[src/rtl/interval_timer.sv]
// ---------------------------------------------------------------------------
// interval_timer
//
// Purpose:
//   Parametrised interval timer for the BlackJack game controller. It counts
//   enabled clk_2K cycles from zero up to a terminal count that is captured
//   when the timer is started. One-shot mode stops in EXPIRED after the first
//   terminal crossing. Periodic mode wraps back to zero and keeps running.
//   A saturating counter records how many ticks have occurred since start.
//
// Ports:
//   clk_2K       in   1         single 2 kHz system clock
//   i_Reset      in   1         synchronous active-high reset
//   i_Clear      in   1         synchronous clear of all state, back to IDLE
//   i_Start      in   1         capture terminal/mode, zero count, enter RUN
//   i_Enable     in   1         count advances only while high
//   i_Periodic   in   1         mode captured at start (1 periodic, 0 one-shot)
//   i_Terminal   in   WIDTH     terminal count captured at start, 0 = default
//   o_Count      out  WIDTH     current count
//   o_Tick       out  1         one-cycle pulse on each terminal crossing
//   o_Expired    out  1         high while in EXPIRED
//   o_Running    out  1         high while in RUN
//   o_Periods    out  PERIOD_W  ticks since start, saturating
// ---------------------------------------------------------------------------
module interval_timer #(
    parameter int WIDTH      = 12,
    parameter int DEFAULT_TC = 4095,
    parameter int PERIOD_W   = 4
) (
    input  logic                clk_2K,
    input  logic                i_Reset,
    input  logic                i_Clear,
    input  logic                i_Start,
    input  logic                i_Enable,
    input  logic                i_Periodic,
    input  logic [WIDTH-1:0]    i_Terminal,
    output logic [WIDTH-1:0]    o_Count,
    output logic                o_Tick,
    output logic                o_Expired,
    output logic                o_Running,
    output logic [PERIOD_W-1:0] o_Periods
);

    localparam logic [1:0] S_IDLE    = 2'd0;
    localparam logic [1:0] S_RUN     = 2'd1;
    localparam logic [1:0] S_EXPIRED = 2'd2;

    localparam logic [WIDTH-1:0]    TC_DEFAULT  = WIDTH'(DEFAULT_TC);
    localparam logic [WIDTH-1:0]    COUNT_ONE   = {{(WIDTH-1){1'b0}}, 1'b1};
    localparam logic [PERIOD_W-1:0] PERIODS_ONE = {{(PERIOD_W-1){1'b0}}, 1'b1};
    localparam logic [PERIOD_W-1:0] PERIODS_MAX = {PERIOD_W{1'b1}};

    logic [1:0]          r_State;
    logic [WIDTH-1:0]    r_Count;
    logic [WIDTH-1:0]    r_Tc;
    logic                r_Mode;
    logic [PERIOD_W-1:0] r_Periods;
    logic                r_Tick;
    logic                r_Expired;
    logic                r_Running;

    logic [WIDTH-1:0]    w_StartTc;
    logic                w_AtTerminal;
    logic                w_Advance;

    // A terminal of zero would make the timer tick every cycle, so zero is
    // reserved to mean "use the default period" instead.
    assign w_StartTc    = (i_Terminal == '0) ? TC_DEFAULT : i_Terminal;
    assign w_AtTerminal = (r_Count == r_Tc);
    assign w_Advance    = (r_State == S_RUN) && i_Enable;

    // Main timer register block. Reset and clear share one branch since
    // they have identical effect; start outranks counting so a restart on a
    // terminal crossing discards that crossing without a tick. The count
    // only ever increments while below tc, so it can never pass tc or wrap,
    // even when tc is the all-ones value.
    always_ff @(posedge clk_2K) begin
        if (i_Reset || i_Clear) begin
            r_State   <= S_IDLE;
            r_Count   <= '0;
            r_Tc      <= '0;
            r_Mode    <= 1'b0;
            r_Periods <= '0;
            r_Tick    <= 1'b0;
            r_Expired <= 1'b0;
            r_Running <= 1'b0;
        end else if (i_Start) begin
            r_State   <= S_RUN;
            r_Count   <= '0;
            r_Tc      <= w_StartTc;
            r_Mode    <= i_Periodic;
            r_Periods <= '0;
            r_Tick    <= 1'b0;
            r_Expired <= 1'b0;
            r_Running <= 1'b1;
        end else begin
            r_Tick <= 1'b0;
            if (w_Advance) begin
                if (w_AtTerminal) begin
                    r_Tick <= 1'b1;
                    if (r_Periods != PERIODS_MAX) begin
                        r_Periods <= r_Periods + PERIODS_ONE;
                    end
                    if (r_Mode) begin
                        r_Count <= '0;
                    end else begin
                        // One-shot: count stays parked at tc while expired.
                        r_State   <= S_EXPIRED;
                        r_Expired <= 1'b1;
                        r_Running <= 1'b0;
                    end
                end else begin
                    r_Count <= r_Count + COUNT_ONE;
                end
            end
        end
    end

    assign o_Count   = r_Count;
    assign o_Tick    = r_Tick;
    assign o_Expired = r_Expired;
    assign o_Running = r_Running;
    assign o_Periods = r_Periods;

endmodule

[config.mk]
export PLATFORM = sky130hd
export DESIGN_NAME = interval_timer
export DESIGN_NICKNAME = d
export VERILOG_FILES = /design/src/rtl/interval_timer.sv
export SDC_FILE = /design/constraint.sdc
export NUM_CORES = 1
export LEC_CHECK = 0
export BUFFER_PORTS_ARGS = -buffer_cell sky130_fd_sc_hd__buf_4
export CORE_ASPECT_RATIO = 1.75
export CORE_MARGIN = 5
export CORE_UTILIZATION = 50
export DETAILED_ROUTE_END_ITERATION = 10
export PLACE_DENSITY = 0.8
export RECOVER_POWER = 100
export SLEW_MARGIN = 5
export SYNTH_ARGS = -nofsm -noshare
export SYNTH_HDL_FRONTEND = slang
export SYNTH_SLANG_ARGS = --single-unit
[constraint.sdc]
create_clock -name clk_2K -period 2.05 [get_ports clk_2K]
set_input_delay 0.205 -clock clk_2K [delete_from_list [all_inputs] [get_ports clk_2K]]
set_output_delay 0.205 -clock clk_2K [all_outputs]
set_load 0.02 [all_outputs]
; Word level (Yosys, flattened, before mapping)
; Index checks and enable logic that the tools add are counted.
[totals]
mem_bits_ro = 0
n_memories = 0
latchBits = 0
in_bits = 18
elab_cells = 40
reg_bits = 33
mem_bits_rw = 0
out_inout_bits = 19
[op_classes]
reduce_logical = 11
n_shift = 0
mul = 0
bitwise_logic = 2
n_eq_ne = 5
muxes = 12
magnitude_cmp = 0
add_sub_neg = 2
n_div = 0
[ops]
columns = operator, n
row1 = $mux 12, 3
row2 = $add 12x1->12 const B, 1
row3 = $eq 12x12->1, 1
row4 = $logic_not 12->1, 1
row5 = $mux 1, 9
row6 = $reduce_and 3->1, 3
row7 = $add 4x1->4 const B, 1
row8 = $ne 2x2->1 const B, 2
row9 = $ne 4x4->1 const B, 1
row10 = $reduce_bool 2->1, 2
row11 = $reduce_or 3->1, 1
row12 = $eq 2x1->1 const B, 1
row13 = $not 1->1, 2
row14 = $reduce_and 2->1, 1
row15 = $reduce_or 2->1, 1
row16 = $logic_and 1x1->1, 1
row17 = $logic_or 1x1->1, 1

; Logic depth before layout (Yosys ltp)
; Gate-level depths: netlist of run 1.
[depth]
depth_word = 4
mapped_depth = 7
mapped_depth_nobuf = 5

; Least setup slack after synthesis of run 1
; Ideal clock, no wire load.
[synth_path]
path_kind = flip-flop to flip-flop
from = reg r_Count[2], in the netlist o_Count[2]
to = reg r_Periods[2], in the netlist o_Periods[2]
setup_time_ps = 70
required_time_ps = 1980
synth_period_minus_slack_ps = 1860
arrival_time_ps = 1789
n_path_buf = 1
setup_slack_ps = 190
stages_incl_launch_ff = 7
cell_sequence = dfxtp_1 clkbuf_2 xnor2_1 nand4_1 or3_4 or4_1 a21oi_1
[synth_via]
elab_chain_len = 2
[synth_rtl]
columns = element, line_no
row1 = from (decl), 54  ; logic [WIDTH-1:0] r_Count;
row2 = from (signal assigned), 113  ; r_Count <= r_Count + COUNT_ONE;
row3 = $eq 12x12->1, 69  ; assign w_AtTerminal = (r_Count == r_Tc);
row4 = $reduce_and 3->1 (no source line), n/a
row5 = to (signal assigned), 102  ; r_Periods <= r_Periods + PERIODS_ONE;
row6 = to (decl), 57  ; logic [PERIOD_W-1:0] r_Periods;
; No other way between the ends.
; A chain may end at the register's enable or synchronous reset.

; Worst setup path in the final report of run 1
[layout_path]
from = reg r_Count[9], in the netlist o_Count[9]
to = reg r_Periods[2], in the netlist o_Periods[2]
; The elaborated chain is that of the path after synthesis.

==> summary.txt, run 1 <==
Place
  • DP HPWL: 3.12 mm
  • IO buf count: 36
  • Place WS: 0.172 ns
  • Routability congestion estimate: 0.880

Timing
  • Slew HR: 0.682
  • Fin. max-slew vios: 0
  • Min Tclk post-route: 1.88 ns
  • Final WS setup: 0.167 ns
  • Worst-margin pin slew: 0.474 ns
  • Clock Skew: 0.00537 ns
  • RSZ-0062 raised after global routing: no
  • Final hold viol count: 0
  • Fmax: 531 MHz
  • Final setup viols: 0
  • Final setup TNS: 0 ns
  • Period utilization: 0.919

Finish
  • FF+latch area: 641 um2
  • Most frequent cells in the layout: dfxtp_1 (32), buf_4 (27), clkbuf_1 (21)
  • ANT cells: 0
  • Multi-input gate area: 798 um2
  • Fillers: 260
  • Syn-to-layout area delta: 27.1%
  • Final nets: 225
  • Leading cell type in the layout, fill and taps excluded: dfxtp_1
  • Layout cells sized above 1: 0.238

Synth
  • Post-synthesis sequential area ratio: 0.432
  • Warnings, synthesis: 0
  • Yosys cell types: 34
  • Post-synthesis instance area: 1480 um2
  • Number of flops mapped to enable cells by yosys: 0
  • Synth async-reset ratio: 0
  • Yosys reg bits: 32
  • Syn Area/Cell: 9.33 um2
  • Synthesized instance count: 159
  • Prevailing post-synth register cell: dfxtp_1
  • Syn Nets: 179

Global routing
  • Gr ovfl total: 0
  • Met1 global-route usage: 0.212
  • Initial antenna violation count: 0
  • GR Layer Usage met3: 0.0526
  • Layer with the highest usage: met2
  • Global Route Usage Sum: 0.211
  • Number of global-route vias before repair: 1,461
  • First-pass GRT wire length: 6.55 mm
  • GR Util met2: 0.375
  • Largest net degree at the start of global routing: 19

Drt
  • WL/cell: 16.8 um
  • DRC viols: 0
  • Antenna violation net count after detailed routing: 0
  • Vias per cell: 6.26
  • Initial drt markers: 43
  • Routed WL: 3.93 mm
  • DRT Pass-1 Iters: 4
  • DR vias: 1,464

Floorplanning
  • Die H: 82.1 um
  • Core area: 2900 um2
  • Row cnt: 26
  • Boundary Pins: 37
  • Die width: 51.2 um
  • Die area: 4200 um2
  • Initial Util: 0.513

CTS
  • CTS Hold Buffers Added: 0
  • CTS sink count: 32
  • TritonCTS clock tree: done
  • Worst-case clock buffer depth: 2
  • # resized after CTS: 0
  • Clk_lat worst skew: 0.29 ns
  • Reg clk slew, reported paths: 0.07 ns
  • Setup Buffers After CTS: 0
  • Num CTS Buffers: 5
  • Root Driver: clkbuf_8
  • H-tree depth: 2

Flow run
  • Max-cap violations: 0

Critical path
  • CP Capture Type: flop
  • Data required, critical path: 2.27 ns
  • Crit path max fanout: 14
  • Worst setup SP type: flop
  • CP arrival: 2.10 ns
  • WS Path Type: flop to flop

Worst hold path
  • Hold WC Path Type: input port to flop

Pwr
  • PwrDens: 761 nW/um2
  • Maximum vdd ir drop: 0.538 mV
  • Pleak: 0.668 nW

Run status
  • Outcome: finished clean
-- layer usage --
layer,vias up,share of wire
met5,-,0
met4,0,0.035
met3,11,0.063
met2,58,0.53
met1,685,0.37
li1,710,-
-- cell families after synthesis --
group | after synthesis | share of synthesized area
AOI/OAI and AO/OA | 48 | 0.236
xor gates and xnor gates | 12 | 0.0708
adders and majority gates | 2 | 0.0169
buffers and inverters | 10 | 0.0261
DFF | 32 | 0.432
muxes | 3 | 0.0211
and+or+nand+nor | 52 | 0.197
-- synthesized netlist by cell type, types with 5 or more instances --
library cell | instances | area share
dfxtp_1 | 32 | 0.43
a21oi_1 | 12 | 0.040
o221a_2 | 12 | 0.091
xnor2_1 | 12 | 0.071
nand2_1 | 11 | 0.028
o21ai_0 | 9 | 0.030
clkbuf_1 | 6 | 0.015
nor3_1 | 6 | 0.020
or3_1 | 6 | 0.025
nand3_1 | 5 | 0.017
nand4_1 | 5 | 0.021
nor2_1 | 5 | 0.013
-- cell type report --
| cell class | instances | share of cell area |
|---|---|---|
| Tap cell | 28 | 0.0186 |
| Inverter | 1 | 0.00199 |
| Timing Repair Buffer | 48 | 0.149 |
| Sequential cell | 32 | 0.340 |
| Clock buffer | 7 | 0.0511 |
| Multi-Input combinational cell | 117 | 0.423 |
| Clock inverter | 1 | 0.0159 |
-- power by group --
| part | switching (mW) | internal, mW |
|---|---|---|
| combinational | 0.0765 | 0.0594 |
| clock | 0.226 | 0.428 |
| sequential | 0.0101 | 0.634 |
-- registers in the layout, indices dropped and copies added (netlist names) --
name,count
r_State,1
o_Tick,1
o_Periods,4
r_Tc,12
r_Mode,1
o_Running,1
o_Count,12
-- final timing paths --
path	from	endpoint	slack [ns]	depth (start not counted)
min	i_Reset	r_Mode	0.11	2
max reg2reg	o_Count[9]	o_Periods[2]	0.17	5
max	o_Count[9]	o_Periods[2]	0.17	5
min reg2reg	r_State[1]	r_State[1]	0.49	2
-- metrics by stage --
step           hold slack [ns]  power, mW  cell area (um2)   util  std cells
3_5_place_dp             0.400      0.799             1840  0.637        226
5_1_grt                  0.109       1.49             1890  0.651        234
2_1_floorplan            0.282      0.735             1480      -        159
4_1_cts                 0.0958       1.45             1970  0.681        234
3_3_place_gp             0.391      0.793             1840  0.637        226
6_report                 0.107       1.43             1890  0.651        234
-- worst max-delay path, cell delays in order, from the launching register on --
cell     delay (ns)
dfxtp_1        0.43
xnor2_1        0.15
nand4_1        0.18
or3_4          0.51
or4_1          0.41
a21oi_1        0.14
(Power assumes the default switching activity.)
==> run 2, diff against run 1 <==
Settings changed: CORE_ASPECT_RATIO 1.75 to 0.7.
==> run 2 against run 1 <==
Compared with the run above:
- clock skew up 0.0029 ns
- first-iteration DRC count grew to 3.0 times the previous value
- clock power decreased by 25%
- combinational power is essentially flat
- final cell count grew 3.0%
- highest routed layer unchanged
==> summary.txt, run 2 (synthesis results as in run 1) <==
Global routing
  • First-pass GRT wire length: 6.44 mm
  • Largest net degree at the start of global routing: 19
  • Number of global-route vias before repair: 1,329
  • Global Route Usage Sum: 0.202
  • Initial antenna violation count: 0
  • Gr ovfl total: 0

Pwr
  • Clock Power Share: 0.386
  • Pleak: 0.647 nW
  • Maximum vdd ir drop: 0.412 mV
  • Share of total power in sequential cells: 0.507
  • Internal: 0.968 mW
  • Tot Pwr: 1.27 mW
  • Switching pwr: 0.305 mW
  • Sw frac: 0.239
  • Combinational Power Share: 0.108
  • PwrDens: 686 nW/um2

Floorplanning
  • Die H: 55.6 um
  • Core area: 2820 um2
  • Initial Util: 0.526
  • Boundary Pins: 37
  • Die width: 75.1 um
  • Die area: 4170 um2
  • Row cnt: 16

Finish
  • Final core utilization: 0.657
  • Layout cells sized above 1: 0.234
  • Leading cell type in the layout, fill and taps excluded: dfxtp_1
  • Syn-to-layout area delta: 25.0%
  • ANT cells: 0
  • Most frequent cells in the layout: dfxtp_1 (31), buf_4 (25), clkbuf_1 (22)
  • Post-route design area: 1850 um2
  • Post-Layout Cell Count: 241
  • Final nets: 224

Timing
  • Worst-margin pin slew: 0.452 ns
  • Final hold viol count: 0
  • Fmax: 523 MHz
  • Slew HR: 0.697
  • Final WS setup: 0.138 ns
  • Final setup TNS: 0 ns
  • Period utilization: 0.933
  • Clock Skew: 0.00828 ns
  • RSZ-0062 raised after global routing: no
  • Final setup viols: 0
  • Hold slack: 0.102 ns
  • Fin. max-slew vios: 0
  • Min Tclk post-route: 1.91 ns

Critical path
  • Data required, critical path: 2.24 ns
  • Crit path max fanout: 5
  • Worst setup SP type: flop
  • CP arrival: 2.10 ns
  • WS Path Type: flop to flop
  • CP Capture Type: flop

CTS
  • CTS Hold Buffers Added: 0
  • Clk_lat worst skew: 0.28 ns
  • TritonCTS clock tree: done
  • Reg clk slew, reported paths: 0.07 ns
  • CTS sink count: 32
  • Num CTS Buffers: 5
  • Root Driver: clkbuf_8
  • Worst-case clock buffer depth: 2
  • H-tree depth: 2

Drt
  • Antenna violation net count after detailed routing: 0
  • Vias per cell: 5.90
  • DRT Pass-1 Iters: 4
  • DR vias: 1,421
  • Initial drt markers: 127
  • WL/cell: 15.9 um
  • DRC viols: 0
  • Routed WL: 3.83 mm

Place
  • Placed cell count: 233
  • Placed inst area: 1850 um2
  • Routability congestion estimate: 0.855
  • DP HPWL: 2.97 mm
  • Place WS: 0.101 ns
  • IO buf count: 36

Worst hold path
  • Hold WC Path Type: input port to flop

Flow run
  • Max-cap violations: 0

Run status
  • Outcome: finished clean
[run 2: final cells by class]
type | count | area [um2]
tap | 36 | 45.0
fill | 255 | 968
inverter | 1 | 3.75
clock buffer | 8 | 90.1
multi-input combinational | 117 | 798
sequential | 32 | 642
timing repair buffer | 47 | 275
[run 2: final timing paths]
kind	from	endpoint	slack, ns	cells after the start
max	o_Count[5]	o_Periods[3]	0.14	6
min	i_Reset	r_Mode	0.10	2
max reg2reg	o_Count[5]	o_Periods[3]	0.14	6
min reg2reg	r_State[1]	r_State[1]	0.51	2
[run 2: power groups by stage]
stage          clock network, mW  logic (mW)  registers (mW)
3_3_place_gp                   0       0.139           0.658
5_1_grt                    0.546       0.150           0.645
2_1_floorplan                  0      0.0786           0.657
4_1_cts                    0.503       0.145           0.645
6_report                   0.491       0.137           0.645
3_5_place_dp                   0       0.145           0.658
[run 2: repair_timing]
item,in CTS,in global routing
setup buffers,0,0
resized for setup,0,1
endpoints found under the setup margin,0,2
[run 2: layer usage]
layer  share of wire  routed length, um  GRT usage  vias to the layer above
met2            0.44               1680      0.279                       62
met4          0.0089                 34     0.0736                        0
met1            0.48               1840      0.280                      647
met3           0.073                278     0.0794                        4
li1                -                  -          -                      708
met5               0                  0          0                        -
[run 2: worst max-delay path, cell delays in order, from the launching register on]
cell and delay [ns]:
dfxtp_1 0.41, xnor2_1 0.14, nand4_1 0.19, nor3_1 0.46, clkbuf_1 0.26, a31oi_1 0.12
a211oi_1 0.23
